$ cat src/rtl/pc_fetch_unit.sv
// pc_fetch_unit: PC register and instruction-fetch sequencer with safe in-flight redirect handling
module pc_fetch_unit #(
  parameter logic [31:0] RESET_PC = 32'h0000_0000
) (
  input  logic        Clk,
  input  logic        Clrn,
  output logic [31:0] PC,
  input  logic [31:0] PC_Plus4,
  input  logic        Br_Taken,
  input  logic [31:0] Br_Target,
  input  logic        Jmp,
  input  logic [31:0] Jmp_Target,
  output logic        IMem_Req,
  output logic [31:0] IMem_Addr,
  input  logic        IMem_Ack,
  input  logic [31:0] IMem_Data,
  output logic [31:0] Inst,
  output logic [31:0] Inst_PC,
  output logic        Inst_Valid,
  input  logic        Inst_Ready
);
  typedef enum logic [1:0] {IDLE, FETCH, DISCARD, HOLD} state_t;
  state_t state, state_nx;
  logic [31:0] pend, pc_nx, pend_nx, inst_nx, inst_pc_nx, tgt_raw, target;
  logic redirect;
  assign redirect = Jmp | Br_Taken;
  assign tgt_raw = Jmp ? Jmp_Target : Br_Target;
  assign target = tgt_raw & ~32'h3;
  assign IMem_Req = (state == FETCH) || (state == DISCARD);
  assign IMem_Addr = PC;
  assign Inst_Valid = state == HOLD;
  always_comb begin
    state_nx = state;
    pc_nx = PC;
    pend_nx = pend;
    inst_nx = Inst;
    inst_pc_nx = Inst_PC;
    case (state)
      IDLE: begin
        state_nx = FETCH;
        pc_nx = redirect ? target : PC;
      end
      FETCH: begin
        if (IMem_Ack && redirect) pc_nx = target;
        else if (IMem_Ack) begin
          inst_nx = IMem_Data;
          inst_pc_nx = PC;
          pc_nx = PC_Plus4;
          state_nx = HOLD;
        end else if (redirect) begin
          pend_nx = target;
          state_nx = DISCARD;
        end
      end
      DISCARD: begin
        if (IMem_Ack) begin
          pc_nx = redirect ? target : pend;
          state_nx = FETCH;
        end else pend_nx = redirect ? target : pend;
      end
      HOLD: begin
        pc_nx = redirect ? target : PC;
        if (redirect || Inst_Ready) state_nx = FETCH;
      end
    endcase
  end
  always_ff @(posedge Clk or negedge Clrn) begin
    if (!Clrn) begin
      state <= IDLE;
      PC <= RESET_PC;
      pend <= '0;
      Inst <= '0;
      Inst_PC <= '0;
    end else begin
      state <= state_nx;
      PC <= pc_nx;
      pend <= pend_nx;
      Inst <= inst_nx;
      Inst_PC <= inst_pc_nx;
    end
  end
endmodule

$ cat config.mk
export PLATFORM = sky130hd
export DESIGN_NAME = pc_fetch_unit
export DESIGN_NICKNAME = d
export VERILOG_FILES = /design/src/rtl/pc_fetch_unit.sv
export SDC_FILE = /design/constraint.sdc
export NUM_CORES = 1
export LEC_CHECK = 0
export CAP_MARGIN = 40
export CORE_UTILIZATION = 44
export CTS_CLUSTER_DIAMETER = 60
export DETAILED_ROUTE_END_ITERATION = 6
export GPL_TIMING_DRIVEN = 0
export MAX_ROUTING_LAYER = met4
export PLACE_DENSITY_LB_ADDON = 0.25
export SYNTH_ARGS = -nofsm -noshare
export SYNTH_HDL_FRONTEND = slang
export SYNTH_SLANG_ARGS = --single-unit
$ cat constraint.sdc
create_clock -name Clk -period 2.1 [get_ports Clk]
set_input_delay 0.42 -clock Clk [delete_from_list [all_inputs] [get_ports Clk]]
set_output_delay 0.42 -clock Clk [all_outputs]
set_load 0.01 [all_outputs]
# Yosys cells after proc, flatten, opt, wreduce, memory -nomap -nowiden

Cells that the tools add are included.

Bits of input ports: 134
Register bits after elaboration: 130
Output and inout port bits: 130
Word-level logic and storage cells: 42

Mux-type cells: 16
Reductions and logical operators: 10
Bitwise gates (word level): 2
Eq/ne operators: 9

Operators with widths:

| kind                                                            | count |
|---|---|
| 32-bit 2-to-1 mux                                               | 8 |
| 32-bit case mux with 3 select lines                             | 1 |
| 32-bit case mux with 2 select lines                             | 1 |
| 2-bit 2-to-1 mux                                                | 5 |
| 2-bit case mux with 4 select lines                              | 1 |
| 3-bit AND reduction                                             | 2 |
| 2-bit == test, second input constant                            | 2 |
| 2-bit by 1-bit != test with 1-bit output, second input constant | 2 |
| 2-bit != test, second input constant                            | 2 |
| 4-bit AND reduction                                             | 1 |
| 3-bit by 2-bit != test with 1-bit output, second input constant | 1 |
| 3-bit != test, second input constant                            | 1 |
| 2-bit by 1-bit == test with 1-bit output, second input constant | 1 |
| 2-bit logical NOT                                               | 1 |
| 1-bit logical OR                                                | 2 |
| 2-bit AND reduction                                             | 1 |
| 2-bit nonzero test                                              | 1 |
| 2-bit OR reduction                                              | 1 |
| 1-bit logical AND                                               | 1 |
| 1-bit NOT                                                       | 1 |
| 1-bit OR                                                        | 1 |

# Logic depth before layout (Yosys ltp)

Gate-level depths: netlist (run 1).

Depth in word-level cells: 5
Depth in mapped cells: 8
Gate-level depth less buffers: 6

# Worst setup path after synthesis (run 1)

Ideal clock, no wire load.

Path type: register to register
From: register state[0]
To: register PC[13], in the netlist IMem_Addr[13]
Cell stages (with the launch flop): 9
Slack: 0.251 ns
Path buffers: 2
Setup time: 0.121 ns
Data required time: 1.979 ns
Data arrival time: 1.727 ns
Clock period less this slack: 1.849 ns
Path through: dfrtp_1 -> inv_1 -> ha_1 -> inv_1 -> a21o_1 -> buf_2 -> clkbuf_1 -> nor2_1 -> o22a_1

Word-level cells in the longest chain between the ends: 4
Elaborated cells on any way between the ends: 10
Classes of those cells: 6 x eq/ne; 1 x mux; 3 x reduce/logical

RTL lines:

| what                                                      | line | RTL |
|---|---|---|
| start, declared                                           | 23   | `state_t state, state_nx;` |
| start signal, assigned                                    | 75   | `state <= state_nx;` |
| 2-bit == test / 2-bit logical NOT (equally long branches) | 38   | `case (state)` |
| 2-bit OR reduction (no source line)                       | -    |  |
| 2-bit by 1-bit != test with 1-bit output (no source line) | -    |  |
| 3-bit AND reduction (no source line)                      | -    |  |
| end signal, assigned                                      | 76   | `PC <= pc_nx;` |
| end, declared                                             | 7    | `output logic [31:0] PC,` |

Several ways; a longest one is shown, not always the timed one.
A chain may end at the register's enable or synchronous reset.

# Worst setup path in the final report (run 1)

From: input port Br_Taken
To: register Inst_PC[25]

Word-level cells in the longest chain between the ends: 4

RTL lines:

| what                                 | line | RTL |
|---|---|---|
| start, declared                      | 9    | `input logic Br_Taken,` |
| 1-bit OR                             | 26   | `assign redirect = Jmp \| Br_Taken;` |
| 1-bit logical AND                    | 44   | `if (IMem_Ack && redirect) pc_nx = target;` |
| 1-bit NOT (no source line)           | -    |  |
| 3-bit AND reduction (no source line) | -    |  |
| end signal, assigned                 | 79   | `Inst_PC <= inst_pc_nx;` |
| end, declared                        | 18   | `output logic [31:0] Inst_PC,` |

Every way passes these cells.

==> impl_metrics.csv, run 1 <==
group,metric,value,unit
outcome,violations,"negative hold slack",
setup_path,reg2reg_from,"state[1]",
setup_path,cp_max_fo,10,
outcome,outcome,"complete, but fails checks",
timing,hold_violations,10,
synth,netlist.area_leader.share,0.5006,
setup_path,crit_arrival,2.34,ns
detailed_routing,firstDrtPassIters,5,
flow_run,max-cap-violations,0,
placement,post-place-ws,-0.3585,ns
synth,ys_seq_elements,130,
detailed_routing,vias_per_cell,5.655,
pwr,p_leak,4.236,nW
placement,numPortBuffers,258,
timing,fmax,490.2,MHz
placement,gp_congestion,0.9275,
timing,period_minus_slack,2.040,ns
floorplan,io_pins,264,
clock_tree,htreeDepth,4,
detailed_routing,drtIter0Drc,397,
setup_path,start_kind,"input port",
floorplan,start_util,0.4488,
clock_tree,cts.sinks,130,
timing,fin_hold_ws,-0.03069,ns
pwr,ir_drop,0.7563,mV
clock_tree,cts_tree,"built",
synth,ys.flop_type,"dfrtp_1",
floorplan,die_x,123.5,um
timing,finalCritPeriodShare,0.9715,
synth,yosysWarnings,0,
global_routing,grt_overflow,0,
final_layout,final_layout_size_suffix_gt1_frac,0.1293,
setup_path,max_stage_delay,0.56,ns
global_routing,grt_start_max_net_pins,68,
clock_tree,postCtsSetupBuffers,0,
floorplan,rows,44,
timing,rsz0062_at_grt,"true",
synth,syn-instance-count,591,
timing,finalSetupTns,0,ns
min_path,hold_class,"input port to asynchronous set/reset pin",
synth,synth-edff-count,0,
detailed_routing,wl_per_cell,19.62,um
floorplan,die_area,15260,um^2
clock_tree,cts_hold_buf,0,
timing,maxSlewViolCount,0,
floorplan,core_area,14480,um^2
clock_tree,root_buffer,"clkbuf_16",
pwr,power_density,1498,nW/um^2
timing,setup_violations,0,
global_routing,grt_pass1_vias,6043,
setup_path,critPathRequiredTime,2.40,ns
placement,dp_hpwl,15570,um
final_layout,syn2layout_area_growth,53.97,%
setup_path,slowest_stage,"clkdlybuf4s50_1",
synth,yosysTopAreaCell,"dfrtp_1",
detailed_routing,drt.antenna.violating_nets,0,
detailed_routing,post-route-drc-count,0,
global_routing,grt_pass1_wl,31690,um
timing,finClkSkew,0.006726,ns
final_layout,diodes,0,
setup_path,cp-end-kind,"flip-flop",
timing,fin_ws,0.05991,ns
synth,syn_area_per_cell,11.00,um^2
clock_tree,numCtsBuffers,17,
final_layout,nets,1007,
synth,async_reset_ff_frac,1.000,
setup_path,path_class,"input port to flip-flop",
global_routing,grt.total_usage,0.2866,
global_routing,antenna_found_initial,0,
clock_tree,clk_latency,0.42,ns
synth,synth_nets,729,
setup_path,crit_start,"Br_Taken",
synth,synth_cell_types,41,
detailed_routing,drt_wl_total,20920,um
timing,slew_headroom,0.5630,
setup_path,worstPathCellList,"clkdlybuf4s50_1, nor2_2, and3_1, buf_2, buf_4, mux2_1",
timing,worstMarginPinSlew,0.6554,ns
synth,synth.area.top_cells,"dfrtp_1, mux2_1, mux2i_1",
floorplan,fp.dieH,123.5,um
detailed_routing,vias,6028,
synth,syn_area,6499,um^2
synth,yosysSeqAreaShare,0.5006,
clock_tree,clkTransAtPathRegs,0.06,ns
clock_tree,clock_path_buffers,2,
## area by class of cell
type	count	area, um^2
well taps	184	230.2
multi-input cells	374	2771
plain buffers	78	499.2
inverters	9	33.78
fillers	1065	4473
repair buffers	259	2606
clock inverters	12	153.9
clock buffers	20	456.7
flip-flops and latches	130	3254
## synthesized netlist by cell type (2+ instances only)
library cell / count
clkbuf_1: 20
mux2_1: 60
o211ai_1: 28
o21ai_1: 5
a21o_1: 2
buf_4: 40
a2bb2oi_1: 2
nor2_1: 36
nand2_1: 60
a31oi_1: 2
nand3_1: 2
ha_1: 4
mux2i_1: 31
o22a_1: 29
o21ai_0: 29
a32oi_1: 2
o221ai_1: 29
a211oi_1: 2
o22ai_1: 13
and2_1: 2
buf_1: 2
buf_2: 16
dfrtp_1: 130
inv_1: 9
mux2_2: 4
a21oi_1: 15
nand3b_1: 3
## registers in the layout, indices dropped and copies added, names as in the netlist
name / flops
IMem_Addr: 32
Inst: 32
Inst_PC: 32
pend: 32
state: 2
## critical path, delay by kind of cell
kind,cells,cell delay (ns)
simple gates,2,0.48
buf+inv,3,1.07
mux,1,0.35
## metrics by stage
stage          instances  hold WS, ns  instance area, um^2  total power, mW    util
2_1_floorplan        591       0.1244                 6499            8.007       -
3_3_place_gp        1033       0.4609                 9311            11.63  0.6431
3_5_place_dp        1034       0.4645                 9340            11.87  0.6451
4_1_cts             1066      0.01721                 9962            14.99  0.6880
5_1_grt             1066      0.03981                10010            15.85  0.6911
6_report            1066     -0.03069                10010            14.99  0.6911
## what timing repair did
item / CTS / global route
endpoints found under the setup margin: 32 / 90
cloned: 0 / 0
pin swaps: 0 / 0
hold endpoints to repair: 0 / 0
resized for setup: 11 / 24
## routing by layer
| layer | GRT usage | part of all wire |
|---|---|---|
| met1 | 0.3536 | 0.42 |
| met2 | 0.4518 | 0.48 |
| met3 | 0.06827 | 0.076 |
| met4 | 0.1175 | 0.023 |
| met5 | - | 0 |
## where the power goes
part / total [mW] / switching [mW] / internal, mW
combinational: 7.31 / 3.15 / 4.16
clock: 3.06 / 1.13 / 1.93
sequential: 4.61 / 0.860 / 3.75
## path summary, 6_finish.rpt
kind	endpoint	slack, ns	cells past startpoint
worst min register to register	Inst[28]	0.48	1
worst max-delay path	Inst_PC[25]	0.06	6
min in group Clk	Inst[28]	0.48	1
max in group asynchronous	IMem_Addr[11]	1.39	2
worst min-delay path	Inst[28]	-0.03	1
worst max register to register	IMem_Addr[20]	0.08	7
## placed cells by master (no fill, tap or decap), types with 2 or more instances in the layout
cell type and instances:
clkdlybuf4s50_1 256, dfrtp_1 129, mux2_1 60, nand2_1 60, buf_4 40, nor2_1 35
mux2i_1 31, o221ai_1 29, o22a_1 29, o21ai_0 29, o211ai_1 28, clkbuf_16 17
a21oi_1 15, buf_2 13, o22ai_1 13, clkbuf_1 10, inv_1 9, clkbuf_2 9
clkbuf_4 8, o21ai_1 5, mux2_2 4, ha_1 4, nand3b_1 3, clkinv_2 3
clkinvlp_4 3, bufinv_16 3, a21o_1 2, a31oi_1 2, a2bb2oi_1 2, nand3_1 2
and2_1 2, a32oi_1 2, a211oi_1 2, clkbuf_8 2, inv_6 2
## cells by family (layout without fill, tap and decap cells)
group	count (synthesis)	in the layout	share of synthesized area
buffers and inverters	87	378	0.07643
AOI/OAI and AO/OA	165	165	0.1858
DFF	130	130	0.5006
adders and majority gates	4	4	0.007702
muxes	95	95	0.1586
and+or+nand+nor	110	110	0.07085
Power figures use the tool's default switching activity.
==> run 2: changes to the inputs <==
--- a/config.mk
+++ b/config.mk
@@ -5,7 +5,7 @@
 export SDC_FILE = /design/constraint.sdc
 export NUM_CORES = 1
 export LEC_CHECK = 0
-export CAP_MARGIN = 40
+export CORE_ASPECT_RATIO = 2
 export CORE_UTILIZATION = 44
 export CTS_CLUSTER_DIAMETER = 60
 export DETAILED_ROUTE_END_ITERATION = 6
==> run 2 against run 1 <==
The flow now finishes without violations. Combinational power about the same. Sequential share of layout area grew 0.057 points. Cell count rose by 0.84%. Design area is 0.21% lower. Global-route usage is 0.81 points higher. Routed wire length is 1.1% higher. Total power shrank 1.1%. Non-clock buffer count up 1. Clock-buffer cell count is 3 lower. Setup slack better by 0.021 ns. Critical endpoint is now IMem_Addr[19].
==> impl_metrics.csv, run 2 (synthesized netlist as in run 1, its figures left out) <==
group,metric,value,unit
final_layout,mostFrequentLayoutCells,"clkdlybuf4s50_1, dfrtp_1, mux2_1, nand2_1, buf_4",
clock_tree,clock_path_buffers,2,
timing,fmax,495.3,MHz
placement,numPortBuffers,258,
floorplan,fp.dieH,173.9,um
setup_path,cp-end-kind,"flip-flop",
floorplan,io_pins,264,
placement,dp.cells,1042,
final_layout,final_layout_size_suffix_gt1_frac,0.1302,
detailed_routing,vias,6019,
timing,finalCritPeriodShare,0.9614,
timing,period_minus_slack,2.019,ns
final_layout,nets,1008,
setup_path,timing.reg2reg.setup_slack,0.08,ns
timing,slew_headroom,0.6197,
detailed_routing,wl_per_cell,19.68,um
detailed_routing,drtIter0Drc,281,
detailed_routing,firstDrtPassIters,5,
setup_path,cp_max_fo,10,
floorplan,start_util,0.4528,
final_layout,layout_commonest_cell,"clkdlybuf4s50_1",
timing,finalSetupTns,0,ns
setup_path,critPathRequiredTime,2.40,ns
setup_path,start_kind,"flip-flop",
floorplan,core_area,14350,um^2
clock_tree,htreeDepth,4,
timing,hold_violations,0,
clock_tree,root_buffer,"clkbuf_16",
floorplan,rows,62,
timing,rsz0062_at_grt,"true",
pwr,power,14.82,mW
final_layout,stdcell_count,1075,
timing,maxSlewViolCount,0,
floorplan,die_x,87.94,um
clock_tree,numCtsBuffers,17,
global_routing,grt_pass1_vias,6449,
flow_run,max-cap-violations,0,
detailed_routing,drt.antenna.violating_nets,0,
timing,finClkSkew,0.009415,ns
global_routing,grt_pass1_wl,32890,um
min_path,hold_class,"flip-flop to flip-flop",
clock_tree,cts.sinks,130,
global_routing,antenna_found_initial,0,
clock_tree,clk_latency,0.42,ns
setup_path,crit_arrival,2.32,ns
pwr,ir_drop,0.9227,mV
final_layout,syn2layout_area_growth,53.64,%
timing,worstMarginPinSlew,0.5705,ns
placement,gp_congestion,0.9004,
global_routing,grt_overflow,0,
final_layout,diodes,0,
global_routing,grt_start_max_net_pins,82,
placement,dp_hpwl,16210,um
detailed_routing,post-route-drc-count,0,
timing,setup_violations,0,
clock_tree,clkTransAtPathRegs,0.06,ns
detailed_routing,vias_per_cell,5.599,
final_layout,final_util,0.6957,
pwr,p_leak,4.237,nW
final_layout,filler_cell_count,1090,
detailed_routing,drt_wl_total,21150,um
pwr,power_density,1484,nW/um^2
global_routing,grt.total_usage,0.2947,
outcome,outcome,"finished clean",
floorplan,die_area,15290,um^2
setup_path,path_class,"flip-flop to flip-flop",
clock_tree,cts_tree,"built",
timing,fin_hold_ws,0.4847,ns
run 2: layout make-up:
class / instances / area, um^2 / share of cell area
timing repair buffer: 261 / 2631 / 0.2635
sequential: 130 / 3253 / 0.3258
tap: 192 / 240.2 / 0.02406
clock buffer: 17 / 425.4 / 0.04261
buffer: 77 / 484.2 / 0.04850
clock inverter: 15 / 148.9 / 0.01491
inverter: 9 / 33.78 / 0.003383
multi-input combinational: 374 / 2768 / 0.2772
run 2: per-layer routing:
layer,up-vias,part of all wire,global-route usage
met5,-,0,-
met4,0,0.047,0.1687
met1,2916,0.33,0.2904
met2,322,0.55,0.5210
li1,2705,-,-
met3,76,0.070,0.05524
run 2: worst paths after layout:
kind / from / endpoint / depth (start not counted)
worst max register to register: state[0] / IMem_Addr[19] / 7
min in group asynchronous: Clrn / Inst_PC[16] / 2
max in group asynchronous: Clrn / Inst_PC[26] / 3
worst min register to register: Inst[3] / Inst[3] / 1
worst max-delay path: state[0] / IMem_Addr[19] / 7
worst min-delay path: Inst[3] / Inst[3] / 1
run 2: metrics by stage:
stage	worst slack, ns	area [um^2]
after floorplan	0.2515	6499
after global placement	-4.480	9321
after detailed placement	-0.4811	9350
after CTS	-0.05747	9953
after global routing	-0.03019	9985
final	0.08099	9985
run 2: timing repair:
action                     4_1_cts  5_1_grt
cloned                           0        0
setup endpoints to repair       41       35
gates resized for setup         10       23
setup buffers                    1        0
hold endpoints to repair        49        0
hold buffers                     1        0
pin swaps                        0        0
run 2: power breakdown:
part / switching (mW) / internal (mW)
Combinational: 3.17 / 4.15
Clock: 1.24 / 1.66
Sequential: 0.853 / 3.75
Total: 5.26 / 9.56
run 2: worst max-delay path, cell delays in order (launching register included):
cell and delay (ns):
dfrtp_1 0.38, buf_4 0.15, ha_1 0.25, nor2_1 0.19, a2bb2oi_4 0.31, clkbuf_4 0.33, o211ai_1 0.12, o22a_1 0.18
==> run 3: changes to the inputs <==
--- a/config.mk
+++ b/config.mk
@@ -10,6 +10,7 @@
 export CTS_CLUSTER_DIAMETER = 60
 export DETAILED_ROUTE_END_ITERATION = 6
 export GPL_TIMING_DRIVEN = 0
+export HOLD_SLACK_MARGIN = 0.12
 export MAX_ROUTING_LAYER = met4
 export PLACE_DENSITY_LB_ADDON = 0.25
 export SYNTH_ARGS = -nofsm -noshare
==> results of run 3 <==
The final DEF is identical to that of run 2; final timing and power are the same.
